--- src/rtl/xadc_drp_sampler.sv ---
// xadc_drp_sampler: DRP read master for the XADC wizard. Each end-of-conversion
// triggers one DRP read of the switch-selected channel. The 12-bit result is
// captured, and block averages of 2**AVG_LOG2 samples are produced.
module xadc_drp_sampler #(
   parameter int AVG_LOG2       = 3,
   parameter int TIMEOUT_CYCLES = 64
) (
   input  logic        CLK100MHZ,
   input  logic        reset_in,
   input  logic        eoc_in,
   input  logic [3:0]  channel_sel,
   output logic [6:0]  daddr_out,
   output logic        den_out,
   input  logic        drdy_in,
   input  logic [15:0] do_in,
   output logic [11:0] sample_out,
   output logic        sample_valid,
   output logic [11:0] avg_out,
   output logic        avg_valid,
   output logic        timeout_err
);

   localparam int ACC_W = 12 + AVG_LOG2;
   localparam int CNT_W = AVG_LOG2 + 1;
   localparam int TO_W  = $clog2(TIMEOUT_CYCLES);

   localparam logic [CNT_W-1:0] CNT_LAST = CNT_W'((1 << AVG_LOG2) - 1);
   localparam logic [TO_W-1:0]  TO_LAST  = TO_W'(TIMEOUT_CYCLES - 1);

   typedef enum logic [1:0] {
      ST_IDLE = 2'd0,
      ST_REQ  = 2'd1,
      ST_WAIT = 2'd2
   } state_t;

   state_t state_q, state_d;

   logic [6:0]       daddr_q, daddr_d;
   logic             den_q, den_d;
   logic [11:0]      sample_q, sample_d;
   logic             sample_valid_q, sample_valid_d;
   logic [11:0]      avg_q, avg_d;
   logic             avg_valid_q, avg_valid_d;
   logic             timeout_err_q, timeout_err_d;
   logic [ACC_W-1:0] acc_q, acc_d;
   logic [CNT_W-1:0] cnt_q, cnt_d;
   logic [TO_W-1:0]  tcnt_q, tcnt_d;
   logic [3:0]       chan_q, chan_d;

   logic [11:0]      new_sample;
   logic [ACC_W-1:0] acc_sum;
   logic             unused_do_lsb;

   assign new_sample    = do_in[15:4];
   assign acc_sum       = acc_q + ACC_W'(new_sample);
   assign unused_do_lsb = ^do_in[3:0];

   function automatic logic [6:0] chan_addr(input logic [3:0] code);
      logic [6:0] addr;
      case (code)
         4'd0:    addr = 7'h10;
         4'd1:    addr = 7'h11;
         4'd2:    addr = 7'h19;
         4'd3:    addr = 7'h12;
         4'd4:    addr = 7'h1A;
         4'd5:    addr = 7'h1B;
         4'd6:    addr = 7'h18;
         4'd7:    addr = 7'h13;
         4'd8:    addr = 7'h03;
         default: addr = 7'h10;
      endcase
      return addr;
   endfunction

   // FSM state register
   always_ff @(posedge CLK100MHZ or posedge reset_in) begin
      if (reset_in) state_q <= ST_IDLE;
      else          state_q <= state_d;
   end

   // FSM next-state: drdy wins over timeout in the same WAIT cycle
   always_comb begin
      state_d = state_q;
      case (state_q)
         ST_IDLE: if (eoc_in) state_d = ST_REQ;
         ST_REQ:  state_d = ST_WAIT;
         ST_WAIT: begin
            if (drdy_in)                  state_d = ST_IDLE;
            else if (tcnt_q == TO_LAST)   state_d = ST_IDLE;
         end
         default: state_d = ST_IDLE;
      endcase
   end

   // Outputs and datapath next values; every output is registered, so den
   // appears the cycle after REQ and results the cycle after drdy
   always_comb begin
      daddr_d        = daddr_q;
      den_d          = 1'b0;
      sample_d       = sample_q;
      sample_valid_d = 1'b0;
      avg_d          = avg_q;
      avg_valid_d    = 1'b0;
      timeout_err_d  = 1'b0;
      acc_d          = acc_q;
      cnt_d          = cnt_q;
      tcnt_d         = tcnt_q;
      chan_d         = chan_q;
      case (state_q)
         ST_IDLE: begin
            if (eoc_in) begin
               chan_d  = channel_sel;
               daddr_d = chan_addr(channel_sel);
               if (channel_sel != chan_q) begin
                  acc_d = '0;
                  cnt_d = '0;
               end
            end
         end
         ST_REQ: begin
            den_d  = 1'b1;
            tcnt_d = '0;
         end
         ST_WAIT: begin
            if (drdy_in) begin
               sample_d       = new_sample;
               sample_valid_d = 1'b1;
               if (cnt_q == CNT_LAST) begin
                  avg_d       = acc_sum[ACC_W-1:AVG_LOG2];
                  avg_valid_d = 1'b1;
                  acc_d       = '0;
                  cnt_d       = '0;
               end else begin
                  acc_d = acc_sum;
                  cnt_d = cnt_q + CNT_W'(1);
               end
            end else if (tcnt_q == TO_LAST) begin
               timeout_err_d = 1'b1;
            end else begin
               tcnt_d = tcnt_q + TO_W'(1);
            end
         end
         default: ;
      endcase
   end

   // Datapath and output registers
   always_ff @(posedge CLK100MHZ or posedge reset_in) begin
      if (reset_in) begin
         daddr_q        <= 7'h10;
         den_q          <= 1'b0;
         sample_q       <= '0;
         sample_valid_q <= 1'b0;
         avg_q          <= '0;
         avg_valid_q    <= 1'b0;
         timeout_err_q  <= 1'b0;
         acc_q          <= '0;
         cnt_q          <= '0;
         tcnt_q         <= '0;
         chan_q         <= '0;
      end else begin
         daddr_q        <= daddr_d;
         den_q          <= den_d;
         sample_q       <= sample_d;
         sample_valid_q <= sample_valid_d;
         avg_q          <= avg_d;
         avg_valid_q    <= avg_valid_d;
         timeout_err_q  <= timeout_err_d;
         acc_q          <= acc_d;
         cnt_q          <= cnt_d;
         tcnt_q         <= tcnt_d;
         chan_q         <= chan_d;
      end
   end

   assign daddr_out    = daddr_q;
   assign den_out      = den_q;
   assign sample_out   = sample_q;
   assign sample_valid = sample_valid_q;
   assign avg_out      = avg_q;
   assign avg_valid    = avg_valid_q;
   assign timeout_err  = timeout_err_q;

endmodule

--- config.mk ---
export PLATFORM = sky130hd
export DESIGN_NAME = xadc_drp_sampler
export DESIGN_NICKNAME = d
export VERILOG_FILES = /design/src/rtl/xadc_drp_sampler.sv
export SDC_FILE = /design/constraint.sdc
export NUM_CORES = 1
export LEC_CHECK = 0
export ABC_AREA = 1
export BUFFER_PORTS_ARGS = -buffer_cell sky130_fd_sc_hd__buf_4
export CAP_MARGIN = 10
export CORE_AREA = 2 2 107 109
export CTS_BUF_LIST = sky130_fd_sc_hd__clkbuf_4 sky130_fd_sc_hd__clkbuf_8
export DETAILED_ROUTE_END_ITERATION = 7
export DIE_AREA = 0 0 109 111
export MAX_ROUTING_LAYER = met4
export SLEW_MARGIN = 30
export SYNTH_ARGS = -nofsm -noshare
export SYNTH_HDL_FRONTEND = slang
export SYNTH_SLANG_ARGS = --single-unit
--- constraint.sdc ---
create_clock -name CLK100MHZ -period 4.4 [get_ports CLK100MHZ]
set_input_delay 0.88 -clock CLK100MHZ [delete_from_list [all_inputs] [get_ports CLK100MHZ]]
set_output_delay 0.88 -clock CLK100MHZ [all_outputs]
set_load 0.02 [all_outputs]
==> impl_metrics.ini <==
[placed_design]
io_buffers = 51
place.gp.congestion = 0.860
dp_hpwl_um = 6030

[sta]
worst_pin_slew_ns = 0.791
rsz0062_at_grt = no
drv_slew = 0
period_needed_ns = 2.19
fin_tns_setup_ns = 0
finClkSkew_ns = 0.00831
fin_crit_sh = 0.499
setup_viol = 0
slew_headroom = 0.472
max_freq_ghz = 0.456
hold_viol = 0

[pwr]
power_density_mw_per_mm2 = 539
peakVddDrop_uv = 173
p_total_mw = 2.27
p_leak_nw = 2.36

[synth]
yosysTopAreaCell = dfrtp_1
netlist_area_mm2 = 0.00354
synthTopCellsByArea = dfrtp_1 (44%), nand2_1 (21%), inv_1 (5.4%)
syn_area_per_cell_um2 = 7.66
synth.top_cell.area_share = 0.438
yosysWarnings = 0
ys_seq_area_frac = 0.445
netlist_instances = 463
synth_cell_type_count = 35
ys_seq_elements = 63

[die]
io_pins = 59
start_util = 0.320
coreArea_mm2 = 0.0111
fp-row-count = 39
dieArea_mm2 = 0.0121
fp.dieH_um = 111
die_x_um = 109

[cts]
cts_sinks = 63
clk_latency_ns = 0.34
cts-root-buf = clkbuf_8
cts_setup_buffers = 0
htreeDepth = 3
clk_pin_slew_ns = 0.07
numCtsBuffers = 9
cts.path.max_buffers = 2
post_cts_resize_count = 0
tritoncts = done
holdBufCountCts = 0

[hold_path]
hp-class = reg -> reg

[critical_path]
crit_family = adder cells
critPathRequiredTime_ns = 4.68
crit_type = in -> reg
slowest_stage = fa_1
cp_max_fo = 4
critPathMaxStageDelay_ns = 0.41
arrival_ns = 2.47
crit_path_end_kind = flip-flop
critPathLaunchType = primary input
cp_cell_sequence = buf_4 -> ha_1 -> inv_1 -> fa_1 -> inv_1 -> nand3_1 -> nand3_1 -> nand2_1 -> a21o_1 -> nand2_1 -> nand2_1 -> nand2_1
cp_common_cell = nand2_1
crit_buf_inv = 3

[global_routing]
grt_pass1_vias = 2844
grt_max_degree = 38
gr-total-overflow = 0
grt_pass1_wl_um = 13300
grt_usage = 0.146
antenna_found_initial = 0

[run]
cap_violations = 0

[layout]
fillers = 1143
n_antenna_cell = 0
layout.nets = 558
final_common_cell = nand2_1
layout_common_cells = nand2_1 (197), dfrtp_1 (62), buf_4 (52)
syn_to_final_growth_pct = 18.7
drive_above_1_share = 0.194

[route]
wire_per_inst_um = 11.8
drcViolationCount = 0
wl_um = 7850
antenna_left = 0
first_pass_iters = 4
via_per_inst = 4.45
drtIter0Drc = 167
vias = 2958

[status]
status = completed
cells in the mapped netlist:
| cell | n |
|---|---|
| nor2_2 | 2 |
| nor3_1 | 2 |
| clkinv_4 | 1 |
| o21ai_1 | 5 |
| xnor2_1 | 4 |
| nand2_4 | 4 |
| nand3_2 | 4 |
| dfstp_2 | 1 |
| fa_1 | 1 |
| a31oi_1 | 1 |
| o211ai_1 | 1 |
| xor2_1 | 4 |
| ha_1 | 15 |
| inv_1 | 51 |
| and2_1 | 3 |
| buf_2 | 2 |
| a21oi_1 | 10 |
| buf_6 | 3 |
| nand3_1 | 20 |
| nor2_4 | 1 |
| or2_2 | 2 |
| nand2_1 | 197 |
| buf_4 | 3 |
| o21ai_0 | 8 |
| buf_8 | 1 |
| o21ai_2 | 12 |
| conb_1 | 1 |
| clkbuf_1 | 1 |
| nor2_1 | 27 |
| nand4_1 | 5 |
| a21o_1 | 1 |
| dfrtp_1 | 62 |
| nand2_2 | 1 |
| inv_2 | 6 |
| o21a_1 | 1 |
path summary, 6_finish.rpt:
| check | startpoint | to | slack, ns | depth (start not counted) |
|---|---|---|---|---|
| setup reg to reg | acc_q[0] | acc_q[8] | 2.48 | 11 |
| setup / recovery | do_in[4] | acc_q[8] | 2.21 | 12 |
| hold reg to reg | daddr_out[4] | daddr_out[4] | 0.47 | 2 |
| min in group asynchronous | reset_in | avg_out[0] | 0.69 | 2 |
| hold / removal | daddr_out[4] | daddr_out[4] | 0.47 | 2 |
| max in group asynchronous | reset_in | acc_q[0] | 2.85 | 3 |
worst reg2reg max path, cell delays in order, from the launching register on:
cell and delay (ns):
dfrtp_1 0.35, ha_1 0.22, inv_1 0.07, fa_1 0.41, inv_1 0.13, nand3_1 0.08
nand3_1 0.16, nand2_1 0.10, a21o_1 0.18, nand2_1 0.06, nand2_1 0.05, nand2_1 0.06
report_power, final:
part	switching, mW	total (mW)	internal [mW]
clock network	0.208	0.448	0.241
registers	0.0983	0.839	0.740
logic	0.634	0.980	0.346
total	0.940	2.27	1.33
sequential cells by signal (all words and copies together), names as in the netlist, 2 cells and up:
register and cells:
acc_q 15, avg_out 12, sample_out 12, tcnt_q 6
chan_q 4, cnt_q 4, daddr_out 4, state_q 2
metrics by stage:
| stage | utilization | cells | hold slack [ns] | cell area [µm²] | worst slack, ns |
|---|---|---|---|---|---|
| 3_3_place_gp | 0.364 | 650 | 0.459 | 4040 | 1.86 |
| 5_1_grt | 0.380 | 664 | 0.505 | 4210 | 2.06 |
| 6_report | 0.380 | 664 | 0.475 | 4210 | 2.21 |
| 2_1_floorplan | - | 465 | 0.453 | 3550 | 1.95 |
| 4_1_cts | 0.380 | 664 | 0.472 | 4210 | 2.22 |
| 3_5_place_dp | 0.364 | 650 | 0.460 | 4040 | 1.86 |
routing by layer:
metal / GRT usage / routed length, µm / vias up
met5: - / 0 / -
met4: 0.0778 / 205 / 0
met3: 0.0206 / 311 / 12
met2: 0.210 / 3470 / 56
met1: 0.197 / 3860 / 1354
li1: - / - / 1536
kinds of logic after synthesis:
logic type | share of synthesized area
and+or+nand+nor | 0.318
DFF | 0.445
adders and majority gates | 0.0586
other | 0.00106
buffers and inverters | 0.0868
xor gates and xnor gates | 0.0198
AOI/OAI and AO/OA | 0.0702
layout make-up:
| type | instances | area (µm²) | area share |
|---|---|---|---|
| clock buffers | 13 | 166 | 0.0395 |
| flip-flops and latches | 63 | 1580 | 0.375 |
| multi-input cells | 334 | 1670 | 0.396 |
| well taps | 143 | 179 | 0.0425 |
| clock inverters | 1 | 5.00 | 0.00119 |
| inverters | 58 | 223 | 0.0529 |
| repair buffers | 52 | 390 | 0.0928 |
Power figures use the tool's default switching activity.
